<file path="src/rtl/seg7_pkg.sv">
// Shared definitions for the seven-segment capture path: glyph table,
// decoded event record and stability counter width.
package seg7_pkg;

  localparam int STAB_W = 4;

  // Segment order is {g,f,e,d,c,b,a}, active-high.
  localparam logic [6:0] SEG_0     = 7'h3F;
  localparam logic [6:0] SEG_1     = 7'h06;
  localparam logic [6:0] SEG_2     = 7'h5B;
  localparam logic [6:0] SEG_3     = 7'h4F;
  localparam logic [6:0] SEG_4     = 7'h66;
  localparam logic [6:0] SEG_5     = 7'h6D;
  localparam logic [6:0] SEG_6     = 7'h7D;
  localparam logic [6:0] SEG_7     = 7'h07;
  localparam logic [6:0] SEG_8     = 7'h7F;
  localparam logic [6:0] SEG_9     = 7'h6F;
  localparam logic [6:0] SEG_A     = 7'h77;
  localparam logic [6:0] SEG_B     = 7'h7C;
  localparam logic [6:0] SEG_C     = 7'h39;
  localparam logic [6:0] SEG_D     = 7'h5E;
  localparam logic [6:0] SEG_E     = 7'h79;
  localparam logic [6:0] SEG_F     = 7'h71;
  localparam logic [6:0] SEG_BLANK = 7'h00;

  typedef struct packed {
    logic [3:0] digit;
    logic       blank;
    logic       bad_pattern;
  } seg7_evt_t;

endpackage

</file>
<file path="src/rtl/seg7_decode.sv">
// Combinational seven-segment pattern to hex event decoder.
module seg7_decode
  import seg7_pkg::*;
(
  input  logic [6:0] seg_i,
  output seg7_evt_t  evt_o
);

  // Glyph lookup; blank and non-glyph patterns both report digit 0.
  always_comb begin
    evt_o.digit       = 4'h0;
    evt_o.blank       = 1'b0;
    evt_o.bad_pattern = 1'b0;
    case (seg_i)
      SEG_0:     evt_o.digit = 4'h0;
      SEG_1:     evt_o.digit = 4'h1;
      SEG_2:     evt_o.digit = 4'h2;
      SEG_3:     evt_o.digit = 4'h3;
      SEG_4:     evt_o.digit = 4'h4;
      SEG_5:     evt_o.digit = 4'h5;
      SEG_6:     evt_o.digit = 4'h6;
      SEG_7:     evt_o.digit = 4'h7;
      SEG_8:     evt_o.digit = 4'h8;
      SEG_9:     evt_o.digit = 4'h9;
      SEG_A:     evt_o.digit = 4'hA;
      SEG_B:     evt_o.digit = 4'hB;
      SEG_C:     evt_o.digit = 4'hC;
      SEG_D:     evt_o.digit = 4'hD;
      SEG_E:     evt_o.digit = 4'hE;
      SEG_F:     evt_o.digit = 4'hF;
      SEG_BLANK: evt_o.blank = 1'b1;
      default:   evt_o.bad_pattern = 1'b1;
    endcase
  end

endmodule

</file>
<file path="src/rtl/seg7_capture.sv">
// Seven-segment bus receiver: samples, waits for a stable pattern, decodes
// each newly settled pattern and offers it on a valid/ready output.
module seg7_capture
  import seg7_pkg::*;
#(
  parameter int STABLE_CYCLES = 4,
  parameter int CNT_W         = 8
) (
  input  logic             clk,
  input  logic             rst,
  input  logic             ena,
  input  logic [6:0]       seg_in,
  output logic             out_valid,
  input  logic             out_ready,
  output logic [3:0]       digit,
  output logic             blank,
  output logic             bad_pattern,
  output logic             overrun,
  output logic [CNT_W-1:0] evt_count
);

  localparam logic [1:0] ST_SETTLE = 2'd0;
  localparam logic [1:0] ST_LOCKED = 2'd1;

  localparam logic [STAB_W-1:0] STAB_MAX  = STAB_W'(STABLE_CYCLES);
  // Lock on the edge where stab would reach STABLE_CYCLES-1.
  localparam logic [STAB_W-1:0] STAB_LOCK = STAB_W'(STABLE_CYCLES - 2);
  localparam logic [STAB_W-1:0] STAB_ONE  = STAB_W'(1);
  localparam logic [CNT_W-1:0]  CNT_ONE   = CNT_W'(1);

  logic [6:0]        seg_q, seg_d;
  logic [STAB_W-1:0] stab_q, stab_d;
  logic [1:0]        state_q, state_d;
  logic [6:0]        last_pat_q, last_pat_d;
  logic              have_last_q, have_last_d;
  logic              pend_q, pend_d;
  logic [6:0]        pend_pat_q, pend_pat_d;
  seg7_evt_t         evt_q, evt_d;
  logic              valid_q, valid_d;
  logic              overrun_q, overrun_d;
  logic [CNT_W-1:0]  cnt_q, cnt_d;

  logic              seg_changed_s;
  logic              lock_s;
  logic              new_evt_s;
  logic              fire_s;
  logic              load_s;
  seg7_evt_t         dec_evt_s;

  seg7_decode u_decode (
    .seg_i (pend_pat_q),
    .evt_o (dec_evt_s)
  );

  // Settle detection and event qualification against the last accepted pattern.
  always_comb begin
    seg_changed_s = (seg_in != seg_q);
    lock_s        = ena && (state_q == ST_SETTLE) && !seg_changed_s && (stab_q == STAB_LOCK);
    new_evt_s     = lock_s && (!have_last_q || (seg_q != last_pat_q));
    fire_s        = ena && pend_q;
    load_s        = fire_s && (!valid_q || out_ready);
  end

  // Next-state logic for sampler, FSM, last pattern, output register and counter.
  always_comb begin
    seg_d       = seg_q;
    stab_d      = stab_q;
    state_d     = state_q;
    last_pat_d  = last_pat_q;
    have_last_d = have_last_q;
    pend_d      = pend_q;
    pend_pat_d  = pend_pat_q;
    evt_d       = evt_q;
    valid_d     = valid_q;
    overrun_d   = overrun_q;
    cnt_d       = cnt_q;

    if (ena) begin
      seg_d  = seg_in;
      pend_d = new_evt_s;
      if (seg_changed_s) begin
        stab_d = '0;
      end else if (stab_q != STAB_MAX) begin
        stab_d = stab_q + STAB_ONE;
      end else begin
        stab_d = stab_q;
      end
      case (state_q)
        ST_SETTLE: state_d = lock_s ? ST_LOCKED : ST_SETTLE;
        ST_LOCKED: state_d = seg_changed_s ? ST_SETTLE : ST_LOCKED;
        default:   state_d = ST_SETTLE;
      endcase
    end else begin
      seg_d = seg_q;
    end

    if (new_evt_s) begin
      last_pat_d  = seg_q;
      have_last_d = 1'b1;
      pend_pat_d  = seg_q;
    end else begin
      last_pat_d  = last_pat_q;
    end

    // The handshake keeps working while sampling is frozen.
    if (fire_s) begin
      cnt_d = cnt_q + CNT_ONE;
      if (load_s) begin
        evt_d   = dec_evt_s;
        valid_d = 1'b1;
      end else begin
        overrun_d = 1'b1;
      end
    end else if (valid_q && out_ready) begin
      valid_d = 1'b0;
    end else begin
      valid_d = valid_q;
    end
  end

  // State registers with synchronous reset.
  always_ff @(posedge clk) begin
    if (rst) begin
      seg_q       <= 7'h00;
      stab_q      <= '0;
      state_q     <= ST_SETTLE;
      last_pat_q  <= 7'h00;
      have_last_q <= 1'b0;
      pend_q      <= 1'b0;
      pend_pat_q  <= 7'h00;
      evt_q       <= '0;
      valid_q     <= 1'b0;
      overrun_q   <= 1'b0;
      cnt_q       <= '0;
    end else begin
      seg_q       <= seg_d;
      stab_q      <= stab_d;
      state_q     <= state_d;
      last_pat_q  <= last_pat_d;
      have_last_q <= have_last_d;
      pend_q      <= pend_d;
      pend_pat_q  <= pend_pat_d;
      evt_q       <= evt_d;
      valid_q     <= valid_d;
      overrun_q   <= overrun_d;
      cnt_q       <= cnt_d;
    end
  end

  assign out_valid   = valid_q;
  assign digit       = evt_q.digit;
  assign blank       = evt_q.blank;
  assign bad_pattern = evt_q.bad_pattern;
  assign overrun     = overrun_q;
  assign evt_count   = cnt_q;

endmodule

</file>
<file path="config.mk">
export PLATFORM = sky130hd
export DESIGN_NAME = seg7_capture
export DESIGN_NICKNAME = d
export VERILOG_FILES = /design/src/rtl/seg7_pkg.sv /design/src/rtl/seg7_decode.sv /design/src/rtl/seg7_capture.sv
export SDC_FILE = /design/constraint.sdc
export NUM_CORES = 1
export LEC_CHECK = 0
export CAP_MARGIN = 20
export CORE_MARGIN = 8
export CORE_UTILIZATION = 46
export DETAILED_ROUTE_END_ITERATION = 6
export HOLD_SLACK_MARGIN = 0.12
export PLACE_DENSITY_LB_ADDON = 0.12
export SYNTH_ARGS = -nofsm -noshare
export SYNTH_HDL_FRONTEND = slang
export SYNTH_HIERARCHICAL = 1
export SYNTH_SLANG_ARGS = --single-unit
</file>
<file path="constraint.sdc">
create_clock -name clk -period 1.5 [get_ports clk]
set_clock_uncertainty 0.05 [all_clocks]
set_input_delay 0.3 -clock clk [delete_from_list [all_inputs] [get_ports clk]]
set_output_delay 0.3 -clock clk [all_outputs]
set_load 0.05 [all_outputs]
</file>
==> reports/qor.yml <==
place_inst: 339
setup_viol: 10
synthFlopType: "dfxtp_1"
root_buffer: "clkbuf_8"
synth_warnings: 6
die_w_um: 82.9
synth_cell_types: 51
grt_max_degree: 38
viasPerCell: 5.45
fin_util_pct: 73.4
cp_slowest_cell: "a2111oi_2"
grt-busiest-layer: "met2"
diodes: 0
synth_nets: 247
rsz0062_at_grt: "true"
dp_slack_ns: -0.549
grt_pass1_wl_um: 8340
synth-seq-area-share_pct: 36.0
worstMarginPinSlew_ns: 0.327
antenna_found_initial: 0
relSlewSlack_pct: 78.1
finalCriticalPeriod_ns: 1.76
instances_no_fill: 352
routed_wl_um: 5240
use_met1_pct: 16.2
start_util_pct: 47.5
clock_sinks: 37
final-hold-violation-count: 0
ys_async_sr_fraction_pct: 0
ys_seq_elements: 37
drive_gt1_share_pct: 40.3
final_common_cell: "buf_4"
violations: "setup timing"
drt-wirelength-per-cell_um: 14.9
cts_max_level: 2
finalMaxSlewViolations: 0
cp_max_fo: 5
cts_buffers: 5
gp_congestion: 0.858
arrival_ns: 1.89
synth_area_leaders: "dfxtp_1 (36%), mux2i_1 (10%), xnor2_1 (6.4%), nor2_1 (4.9%), nand2b_1 (4.0%)"
die_area_mm2: 0.00686
drcViolationCount: 0
ant_nets: 0
path_cells: "or3_1 > a2111oi_2 > or4_1 > nor4_2 > mux2i_1 > nor2_1"
nets: 315
met3_usage_pct: 4.20
fmax_mhz: 568
grt_usage_pct: 14.1
rows: 24
fill_cells: 337
syn-instance-count: 232
p_leak_nw: 1.21
final_cell_mix: "buf_4 (37), nor2_1 (27), dfxtp_1 (22)"
io_pins: 27
core_mm2: 0.00432
cap_violations: 0
path_delay_family: "simple AND/OR/NAND/NOR gates"
powerDensity_mw_per_mm2: 575
fin_ws_ns: -0.262
synth_area_per_cell_um2: 8.86
synth_edf_count: 0
clk_pin_slew_ns: 0.07
status: "complete, but fails checks"
slowest_delay_ns: 0.41
hpwl_um: 3580
holdBufCountCts: 0
dr_total_vias: 1920
yosys.area.top_type: "dfxtp_1"
required_ns: 1.63
startpoint_type: "flip-flop"
min_path_type: "in -> reg"
post-route-period-util_pct: 117
synth.cell_area_mm2: 0.00206
place.port_buffers: 26
area_growth_pct: 54.3
grt_use_met2_pct: 24.0
grt_pass1_vias: 1858
clkLatencyLatePin_ns: 0.29
cts_tree: "built"
end_kind: "flip-flop"
drt_iter0_markers: 87
ir_drop_uv: 378
drtPass1Iterations: 4
synth_top_area_share_pct: 36.0
cts_buffer_depth: 2
path_buf_inv: 0
grt-ovfl-total: 0
critPathKind: "reg -> reg"
dieHeight_um: 82.9
layout make-up:
cell class	instances	area [um2]	share of cell area, %
multi-input combinational	178	1400	44.1
sequential	37	774	24.4
clock buffer	6	72.6	2.29
tap	52	65.1	2.05
inverter	3	11.3	0.355
clock inverter	1	5.00	0.158
timing repair buffer	75	845	26.6
state kept, by name, summed over array words and instances (netlist names):
register and cells:
pend_q 1, stab_q 4, blank 1, out_valid 1, evt_count 8, have_last_q 1, digit 4, state_q 1
seg_q 7, pend_pat_q 7, bad_pattern 1, overrun 1
final timing paths:
path	from	to	slack, ns	depth (start not counted)
setup / recovery	pend_pat_q[3]	bad_pattern	-0.26	6
hold / removal	seg_in[3]	seg_q[3]	0.38	3
setup reg to reg	pend_pat_q[3]	bad_pattern	-0.26	6
hold reg to reg	have_last_q	have_last_q	0.42	2
worst min-delay path, cell delays in order:
cell and delay, ns:
dlygate4sd2_1 0.22, mux2i_1 0.08, nor2_1 0.08
stage by stage:
stage / area (um2) / TNS, ns / hold slack [ns] / power [W]
3_3_place_gp: 2850 / -8.98 / 0.419 / 0.00119
4_1_cts: 2980 / -1.10 / 0.373 / 0.00182
5_1_grt: 3170 / -2.09 / 0.402 / 0.00190
3_5_place_dp: 2850 / -9.65 / 0.410 / 0.00119
2_1_floorplan: 2120 / -0.112 / 0.390 / 0.00111
6_report: 3170 / -1.15 / 0.377 / 0.00182
routing by layer:
metal  up-vias  part of all wire [%]  routed length (um)
met4         0                   1.4                  73
met5         -                     0                   0
met2        36                    51                2650
met3         8                   3.7                 195
li1        940                     -                   -
met1       936                    44                2320
report_power, final:
part	leakage, nW	internal (W)	switching, W	total (W)
clock	0.0410	0.000316	0.000339	0.000654
sequential	0.308	0.000984	0.00000897	0.000992
combinational	0.862	0.0000965	0.0000806	0.000177
repair_timing:
| action | 4_1_cts | 5_1_grt |
|---|---|---|
| hold endpoints to repair | 0 | 0 |
| buffers inserted | 1 | 7 |
| endpoints found under the setup margin | 20 | 18 |
| resized for setup | 20 | 37 |
| pin swaps | 9 | 20 |
| gates cloned | 0 | 0 |
synth_stat cells (2+ instances only):
cell and n:
a21oi_1 12, and2_1 2, and3_1 2, buf_1 2
buf_2 6, buf_6 3, clkbuf_1 2, dfxtp_1 37
ha_1 4, inv_1 3, mux2i_1 21, nand2_1 12
nand2b_1 13, nand3_1 10, nand3b_1 3, nand4_1 6
nor2_1 27, nor2b_1 5, nor3b_1 3, nor4_1 2
o21ai_0 3, or2b_1 3, or3_1 5, xnor2_1 15
xor2_1 5
logic make-up after synthesis:
group / after synthesis / share of synthesized area [%]
compound gates: 28 / 8.89
xor+xnor: 20 / 8.52
fa+ha+maj: 4 / 2.43
buf+inv: 17 / 4.75
flops: 37 / 36.0
mux: 21 / 10.2
simple gates: 105 / 29.2
(Power assumes the default switching activity.)
